===== src/rtl/mips_decode_unit.sv =====
// MIPS instruction decode stage: 32x32 register file with a single write-back
// port, combinational control decode, destination-register selection,
// branch/jump target generation and ALU operation selection.
module mips_decode_unit (
  input  logic        CLK,
  input  logic        RESET,
  input  logic [31:0] instr,
  input  logic [31:0] pc_plus4,
  input  logic [31:0] jr_value,
  input  logic [4:0]  wb_reg,
  input  logic [31:0] wb_data,
  input  logic        wb_en,
  output logic [31:0] rs_val,
  output logic [31:0] rt_val,
  output logic [31:0] rc_val,
  output logic [4:0]  write_reg,
  output logic [31:0] next_addr,
  output logic        link,
  output logic        reg_dst,
  output logic        jump,
  output logic        branch,
  output logic        mem_read,
  output logic        mem_write,
  output logic        alu_src,
  output logic        reg_write,
  output logic        jump_register,
  output logic        sign_or_zero,
  output logic        syscall,
  output logic [5:0]  alu_control
);

  logic [31:0] regs_q [32];
  logic [31:0] regs_d [32];

  logic [5:0]  opcode;
  logic [5:0]  funct;
  logic [4:0]  rs_idx;
  logic [4:0]  rt_idx;
  logic [4:0]  rd_idx;
  logic [31:0] branch_off;

  assign opcode     = instr[31:26];
  assign funct      = instr[5:0];
  assign rs_idx     = instr[25:21];
  assign rt_idx     = instr[20:16];
  assign rd_idx     = instr[15:11];
  assign branch_off = {{14{instr[15]}}, instr[15:0], 2'b00};

  // Next register-file contents: one write-back per cycle, register 0 never written.
  always_comb begin
    for (int i = 0; i < 32; i++) regs_d[i] = regs_q[i];
    if (wb_en && (wb_reg != 5'd0)) regs_d[wb_reg] = wb_data;
  end

  // Register-file storage; reset clears every entry and blocks writes while low.
  always_ff @(posedge CLK or negedge RESET) begin
    if (!RESET) begin
      for (int i = 0; i < 32; i++) regs_q[i] <= '0;
    end else begin
      for (int i = 0; i < 32; i++) regs_q[i] <= regs_d[i];
    end
  end

  // Raw combinational reads; a same-cycle write is seen only after the edge.
  always_comb begin
    rs_val = (rs_idx    == 5'd0) ? 32'd0 : regs_q[rs_idx];
    rt_val = (rt_idx    == 5'd0) ? 32'd0 : regs_q[rt_idx];
    rc_val = (write_reg == 5'd0) ? 32'd0 : regs_q[write_reg];
  end

  // Control decode: everything defaults low so unknown encodings do nothing.
  always_comb begin
    link          = 1'b0;
    reg_dst       = 1'b0;
    jump          = 1'b0;
    branch        = 1'b0;
    mem_read      = 1'b0;
    mem_write     = 1'b0;
    alu_src       = 1'b0;
    reg_write     = 1'b0;
    jump_register = 1'b0;
    sign_or_zero  = 1'b0;
    syscall       = 1'b0;
    case (opcode)
      6'h00: begin
        case (funct)
          6'h00, 6'h02, 6'h03, 6'h04, 6'h06, 6'h07,
          6'h20, 6'h21, 6'h22, 6'h23, 6'h24, 6'h25,
          6'h26, 6'h27, 6'h2A, 6'h2B: begin
            reg_dst   = 1'b1;
            reg_write = 1'b1;
          end
          6'h08: begin
            jump          = 1'b1;
            jump_register = 1'b1;
          end
          6'h09: begin
            jump          = 1'b1;
            jump_register = 1'b1;
            link          = 1'b1;
            reg_dst       = 1'b1;
            reg_write     = 1'b1;
          end
          6'h0C: syscall = 1'b1;
          default: ;
        endcase
      end
      6'h01: begin
        case (rt_idx)
          5'h00, 5'h01: begin
            branch       = 1'b1;
            sign_or_zero = 1'b1;
          end
          5'h10, 5'h11: begin
            branch       = 1'b1;
            sign_or_zero = 1'b1;
            link         = 1'b1;
            reg_write    = 1'b1;
          end
          default: ;
        endcase
      end
      6'h02: jump = 1'b1;
      6'h03: begin
        jump      = 1'b1;
        link      = 1'b1;
        reg_write = 1'b1;
      end
      6'h04, 6'h05, 6'h06, 6'h07: begin
        branch       = 1'b1;
        sign_or_zero = 1'b1;
      end
      6'h08, 6'h09, 6'h0A, 6'h0B: begin
        alu_src      = 1'b1;
        reg_write    = 1'b1;
        sign_or_zero = 1'b1;
      end
      6'h0C, 6'h0D, 6'h0E, 6'h0F: begin
        alu_src   = 1'b1;
        reg_write = 1'b1;
      end
      6'h20, 6'h21, 6'h23, 6'h24, 6'h25, 6'h30: begin
        mem_read     = 1'b1;
        alu_src      = 1'b1;
        reg_write    = 1'b1;
        sign_or_zero = 1'b1;
      end
      6'h28, 6'h29, 6'h2B: begin
        mem_write    = 1'b1;
        alu_src      = 1'b1;
        sign_or_zero = 1'b1;
      end
      6'h38: begin
        mem_write    = 1'b1;
        alu_src      = 1'b1;
        sign_or_zero = 1'b1;
        reg_write    = 1'b1;
      end
      default: ;
    endcase
  end

  // Destination register, target address and ALU operation selection.
  always_comb begin
    if (reg_dst)   write_reg = rd_idx;
    else if (link) write_reg = 5'd31;
    else           write_reg = rt_idx;

    if (jump && jump_register) next_addr = jr_value;
    else if (jump)             next_addr = {pc_plus4[31:28], instr[25:0], 2'b00};
    else                       next_addr = pc_plus4 + branch_off;

    alu_control = (opcode == 6'h00) ? funct : opcode;
  end

endmodule


===== config.mk =====
export PLATFORM = sky130hd
export DESIGN_NAME = mips_decode_unit
export DESIGN_NICKNAME = d
export VERILOG_FILES = /design/src/rtl/mips_decode_unit.sv
export SDC_FILE = /design/constraint.sdc
export NUM_CORES = 2
export LEC_CHECK = 0
export ABC_CLOCK_PERIOD_IN_PS = 4800
export CAP_MARGIN = 20
export CORE_MARGIN = 5
export CORE_UTILIZATION = 57
export CTS_BUF_LIST = sky130_fd_sc_hd__clkbuf_4 sky130_fd_sc_hd__clkbuf_8
export DETAILED_ROUTE_END_ITERATION = 6
export PLACE_DENSITY_LB_ADDON = 0.12
export SLEW_MARGIN = 40
export SYNTH_ARGS = -nofsm -noshare
export SYNTH_HDL_FRONTEND = slang
export SYNTH_SLANG_ARGS = --single-unit

===== constraint.sdc =====
create_clock -name CLK -period 4.8 [get_ports CLK]
set_input_delay 1.2 -clock CLK [delete_from_list [all_inputs] [get_ports CLK]]
set_output_delay 1.2 -clock CLK [all_outputs]
set_load 0.03 [all_outputs]

# [After elaboration in Yosys (flattened, before gate mapping)]
# Cells that the tools add are included.
[totals] register_bits=1024 in_bits=136 out_inout_bits=150 word_cells=145
[op_classes] n_addsub=1 n_lt_le_gt_ge=5 eq_ne=46 mux=37 bitwise=4 reduce_logical=20
[ops] operator="bitwise mux 1024 bit" count=1
[ops] operator="binary-select mux 32 bit (select 5 bit)" count=3
[ops] operator="two-way mux 32 bit" count=12
[ops] operator="demux 32 bit (select 5 bit)" count=1
[ops] operator="== test 6 bit, second input constant" count=20
[ops] operator="== test 6 x 4 -> 1 bit, second input constant" count=11
[ops] operator="== test 6 x 3 -> 1 bit, second input constant" count=7
[ops] operator="OR reduction 18 bit" count=2
[ops] operator="adder 32 bit" count=1
[ops] operator="== test 6 x 2 -> 1 bit, second input constant" count=4
[ops] operator=">= comparator 6 bit, second input constant" count=4
[ops] operator="NOT 5 -> 6 bit" count=4
[ops] operator="OR reduction 17 bit" count=1
[ops] operator="OR reduction 16 bit" count=1
[ops] operator="logical NOT 5 bit" count=3
[ops] operator="logical NOT 6 bit" count=2
[ops] operator="two-way mux 1 bit" count=12
[ops] operator="OR reduction 4 bit" count=3
[ops] operator="== test 5 bit, second input constant" count=2
[ops] operator="two-way mux 5 bit" count=2
[ops] operator="== test 6 x 1 -> 1 bit, second input constant" count=1
[ops] operator="less-than comparator 6 x 1 -> 1 bit, second input constant" count=1
[ops] operator="two-way mux 6 bit" count=1
[ops] operator="case mux 1 bit (2 select lines)" count=3
[ops] operator="6 further kinds" count=11

# [Longest topological paths before layout]
[logic_depth] ltp_word=11 mapped_depth=15 mapped_depth_nobuf=11

# [Least setup slack after synthesis]
# No wires, ideal clock.
[synth_path] path_kind="input -> output" startpoint="in instr[30]" endpoint="out rc_val[9]" arrival_ns=4.235 required_time_ns=3.600 path_slack_ns=-0.635 cell_stages=14 path_buffers=5 path_cell_list="clkbuf_1 nor4_4 nand3_2 a31o_1 buf_6 mux2i_2 inv_2 buf_4 buf_2 buf_2 nand2_1 a311oi_1 nor3_1 a311oi_1"
[synth_between] elab_chain_len=9 word_cells_on_any_way=13 cone_classes="eq/ne (2); mux (8); bitwise (1); reduce/logical (2)"
[synth_rtl] item="from (decl)" line_no="7" source="input logic [31:0] instr,"
[synth_rtl] item="== test 6 x 2 -> 1 bit, or another cell as far along" line_no="84" source="case (opcode)"
[synth_rtl] item="case mux 1 bit (3 select lines)" line_no="84"
[synth_rtl] item="two-way mux 5 bit" line_no="166" source="else if (link) write_reg = 5'd31;"
[synth_rtl] item="two-way mux 5 bit *" line_no="165" source="if (reg_dst) write_reg = rd_idx;"
[synth_rtl] item="NOT 5 -> 6 bit (not written as such)" line_no="68" source="rc_val = (write_reg == 5'd0) ? 32'd0 : regs_q[write_reg];"
[synth_rtl] item="binary-select mux 32 bit (select 5 bit)" line_no="68"
[synth_rtl] item="two-way mux 32 bit (not written as such) (2 in a row)" line_no="68"
[synth_rtl] item="two-way mux 32 bit *" line_no="68"
[synth_rtl] item="to (decl)" line_no="15" source="output logic [31:0] rc_val,"
# Every way passes the cells marked *; elsewhere a longest branch is shown, timed or not. The select of a mux whose other input is x is not followed.

# [Worst setup path in the final report]
[layout_path] startpoint="in instr[28]" endpoint="out rc_val[16]"
# Same word-level chain as after synthesis.

==> flow_results.org <==
** Logic synthesis
- Count of flip-flops with a built-in enable after synthesis :: 0
- Summed instance area of the synthesized netlist :: 0.06434 sq mm
- By area the synthesized netlist is led by sky130_fd_sc_hd__dfrtp_1, sky130_fd_sc_hd__mux4_2, sky130_fd_sc_hd__mux2_2, sky130_fd_sc_hd__mux2i_1, sky130_fd_sc_hd__nand2_1.
- Primary FF master, synth :: sky130_fd_sc_hd__dfrtp_1
- Average size of a mapped cell :: 13.19 sq um
- Summed over its instances, the top area cell type makes up 39.83% of the synthesized netlist area.
- The number of nets in the synthesized netlist is 5,043.
- The synthesized design spends more area on one cell type than any other, namely sky130_fd_sc_hd__dfrtp_1.
- Number of library cell types mapped by synthesis :: 68
- Flip-flop and latch count after synthesis :: 1,024
- Ys Warns :: 0
- Counting every instance in the synthesized netlist gives 4,877.
- Counting flops with an async set or reset pin after synthesis yields a share of 100.0%.
- Share of synthesized area occupied by flip-flops and latches :: 39.83%

** Power and ir drop
- PD cells :: 374.4 mW/mm^2
- Worst voltage drop across the vdd grid :: 0.2829 mV
- Leakage component of the power :: 34.56 nW

** Timing
- Setup repair after global routing could not meet its margin everywhere.
- Accumulated negative setup slack :: -17.15 ns
- Portion of the clock cycle consumed by the worst path in the final layout :: 112.1%
- After layout, the minimum clock period comes to 5.381 ns.
- Worst slew pin tran :: 0.9219 ns
- FMAX :: 185.8 MHz
- Across the routed clock network, the largest skew measured is 0 ns.
- Hold violation count in the final report :: 0
- Max-slew violation total from the final report :: 0
- The worst pin sits at a relative slew slack of 38.54%.
- Count of endpoints failing setup in the final report :: 39
- After layout, the worst setup slack is -0.5811 ns.

** Setup path
- The critical path is of the input pin to output pin type.
- For the worst setup path, the data arrival time is 4.18 ns.
- Launch instance of the worst register-to-register path :: regs_q[247]
- The number of buffers and inverters on the critical path is 5.
- In this run the critical register-to-register path is captured at regs_q[247].
- Element type at the critical path start :: input pin
- Cell family contributing the most delay on the critical path :: compound AO/OA/AOI/OAI gates
- Worst r2r path cells :: 1
- On the worst path, the slowest cell contributes a delay of 0.34 ns.
- Slowest cell on the critical path :: sky130_fd_sc_hd__nor4_4
- Highest net fanout along the worst path :: 25
- CP cell instances :: buf_6 > nor4_4 > nand3_2 > a31o_1 > buf_12 > mux2i_4 > clkinv_8 > buf_16 > mux2i_1 > o22ai_1 > a211o_1 > a221oi_4 > nand3_2 > buf_12
- Type of element capturing the critical path :: output pin
- Register-to-Register Setup Slack :: 3.95 ns
- Data on the critical path is required at its endpoint by 3.60 ns.

** Global route
- Wire length of the first global-routing pass :: 337,800 microns
- Pin count of the biggest net entering global routing :: 146
- After global routing the overflow that remains totals 0.
- Antenna violations before repair :: 8
- The number of global-route vias before repair was 50,890.
- GRT Resource Usage Total :: 37.47%

** Placed design
- The count of buffers added on input and output ports is 285.
- Instance count after placement with tap cells included :: 6,636
- GP Congestion :: 0.9418
- HPWL after detailed placement :: 143,400 microns

** Run status
- Failing checks :: setup timing
- Status :: finished with violations

** Clocking
- Clock transition time at the flip-flop clock pins of the worst setup and hold paths :: 0.06 ns
- In this run the clock root is driven by a sky130_fd_sc_hd__clkbuf_8.
- CTS tree :: yes
- The clock net in this run drives a total of 1,024 sinks.
- Later-pin clock latency in the skew report :: 0.87 ns
- CTS Buf Count :: 179
- Hold repair after CTS inserted 0 buffers.
- Number of H-tree levels :: 4
- No sink is reached through more buffers than the 3 on the longest clock path.

** Layout
- Commonest non-fill, non-tap cells in the layout :: sky130_fd_sc_hd__dfrtp_1, sky130_fd_sc_hd__mux2_2, sky130_fd_sc_hd__mux4_2, sky130_fd_sc_hd__nand2_1, sky130_fd_sc_hd__buf_4
- Largest register FFs :: 1,024
- Final-stage net count :: 5,587
- The finished layout holds 7,073 standard cells, fillers aside.
- For this run, the share of the core covered by cells in the final layout is 70.81%.
- Largest registers :: regs_q x1024
- Layout Area Growth over Synthesis :: 23.63%
- Cells with a size suffix above 1 make up 54.49% of the layout.
- Reg with most FFs :: regs_q
- Leaving out fill and tap cells, the most frequent cell in the layout is sky130_fd_sc_hd__dfrtp_1.

** Run
- Max capacitance violation total :: 0

** Detailed routing
- Using the TritonRoute via totals, the vias-per-cell ratio works out to 7.102.
- Total wire length after detailed routing :: 229,900 microns
- The first routing iteration left 5,920 violations.
- Overall via count from detail_route :: 50,230
- Number of design rule violations left after detail routing :: 0
- Routed len/inst :: 32.51 microns
- Remaining antenna violation count after routing :: 0
- The first detailed-routing pass ran for 6 iterations.

** Die
- Area of the core region :: 0.1123 sq mm
- Row generation in the floorplan step produced 123 rows.
- The die is 346.0 microns tall.
- Width of the die :: 346.0 microns
- Starting Density :: 57.27%
- The die covers 0.1197 sq mm.
- In this run the count of I/O pins placed on the die edge is 286.

** Min path
- Min-Delay Path Class :: input pin to async pin
-- per-stage QoR --
step	setup slack, ns	total power [mW]	cell area [sq um]	hold WS, ns
after floorplan	-0.2107	17.27	64850	0.4413
after global placement	-1.288	20.17	72930	0.3776
after detailed placement	-1.182	20.41	72830	0.3836
after CTS	-0.5404	29.52	78430	0.2259
after global routing	-0.6511	30.96	79540	0.2721
final	-0.5811	29.79	79550	0.2655
-- cell type report --
cell class	count	area (sq um)
Inverter	18	113.9
Timing Repair Buffer	886	9649
Tap cell	1500	1877
Antenna cell	9	22.52
Timing Repair inverter	3	33.78
Sequential cell	1024	25620
Multi-Input combinational cell	3309	38240
Clock buffer	285	3597
Clock inverter	39	389.1
Fill cell	7640	32800
-- kinds of logic after synthesis --
group	after synthesis	share of synthesized area, %
multiplexers	1914	45.15
flip-flops	1024	39.83
AND/OR/NAND/NOR	972	6.647
buffers and inverters	544	3.306
AO/OA/AOI/OAI	374	4.214
adder cells (fa/ha/maj)	30	0.5951
XOR/XNOR	19	0.2586
-- cell usage after synthesis, drive strengths merged, types with 6 or more instances --
master	number
a32oi	88
mux2i	233
and2	8
nand3	132
and3	27
a211o	25
nand4	60
ha	29
nor2	144
or3	6
a21oi	74
a311oi	14
a21o	18
xor2	11
buf	185
a31oi	27
xnor2	8
nand2b	9
a221oi	25
clkbuf	341
nand2	533
inv	18
nor3b	8
nor3	15
dfrtp	1024
mux2	992
o211ai	6
o22ai	26
mux4	689
o21ai	31
-- power by group --
group | internal (mW) | switching [mW] | total [mW]
sequential | 10.3 | 1.74 | 12.0
clock | 5.03 | 3.86 | 8.89
combinational | 5.02 | 3.85 | 8.88
-- metal layers --
| metal | up-vias | track usage (%) | wire (microns) |
|---|---|---|---|
| li1 | 20040 | - | - |
| met1 | 26010 | 51.35 | 86910 |
| met2 | 3393 | 55.77 | 103300 |
| met3 | 779 | 10.38 | 26490 |
| met4 | 4 | 18.63 | 13140 |
| met5 | - | 0.4317 | 62 |
-- how the worst max path moves through the flow --
stage	from	end	slack, ns	depth (start not counted)
finish	instr[28]	rc_val[16]	-0.58	14
CTS	instr[30]	rc_val[20]	-0.54	17
global placement	instr[1]	rc_val[20]	-1.29	13
floorplan	instr[30]	rc_val[9]	-0.21	14
global route	instr[28]	rc_val[29]	-0.65	17
detailed placement	instr[1]	rc_val[14]	-1.18	12
-- what timing repair did --
action	in CTS	in global routing
buffers inserted	44	43
gates resized for setup	285	133
setup endpoints to repair	85	65
pin swaps	111	76
cloned	13	9
(Power assumes the default switching activity.)
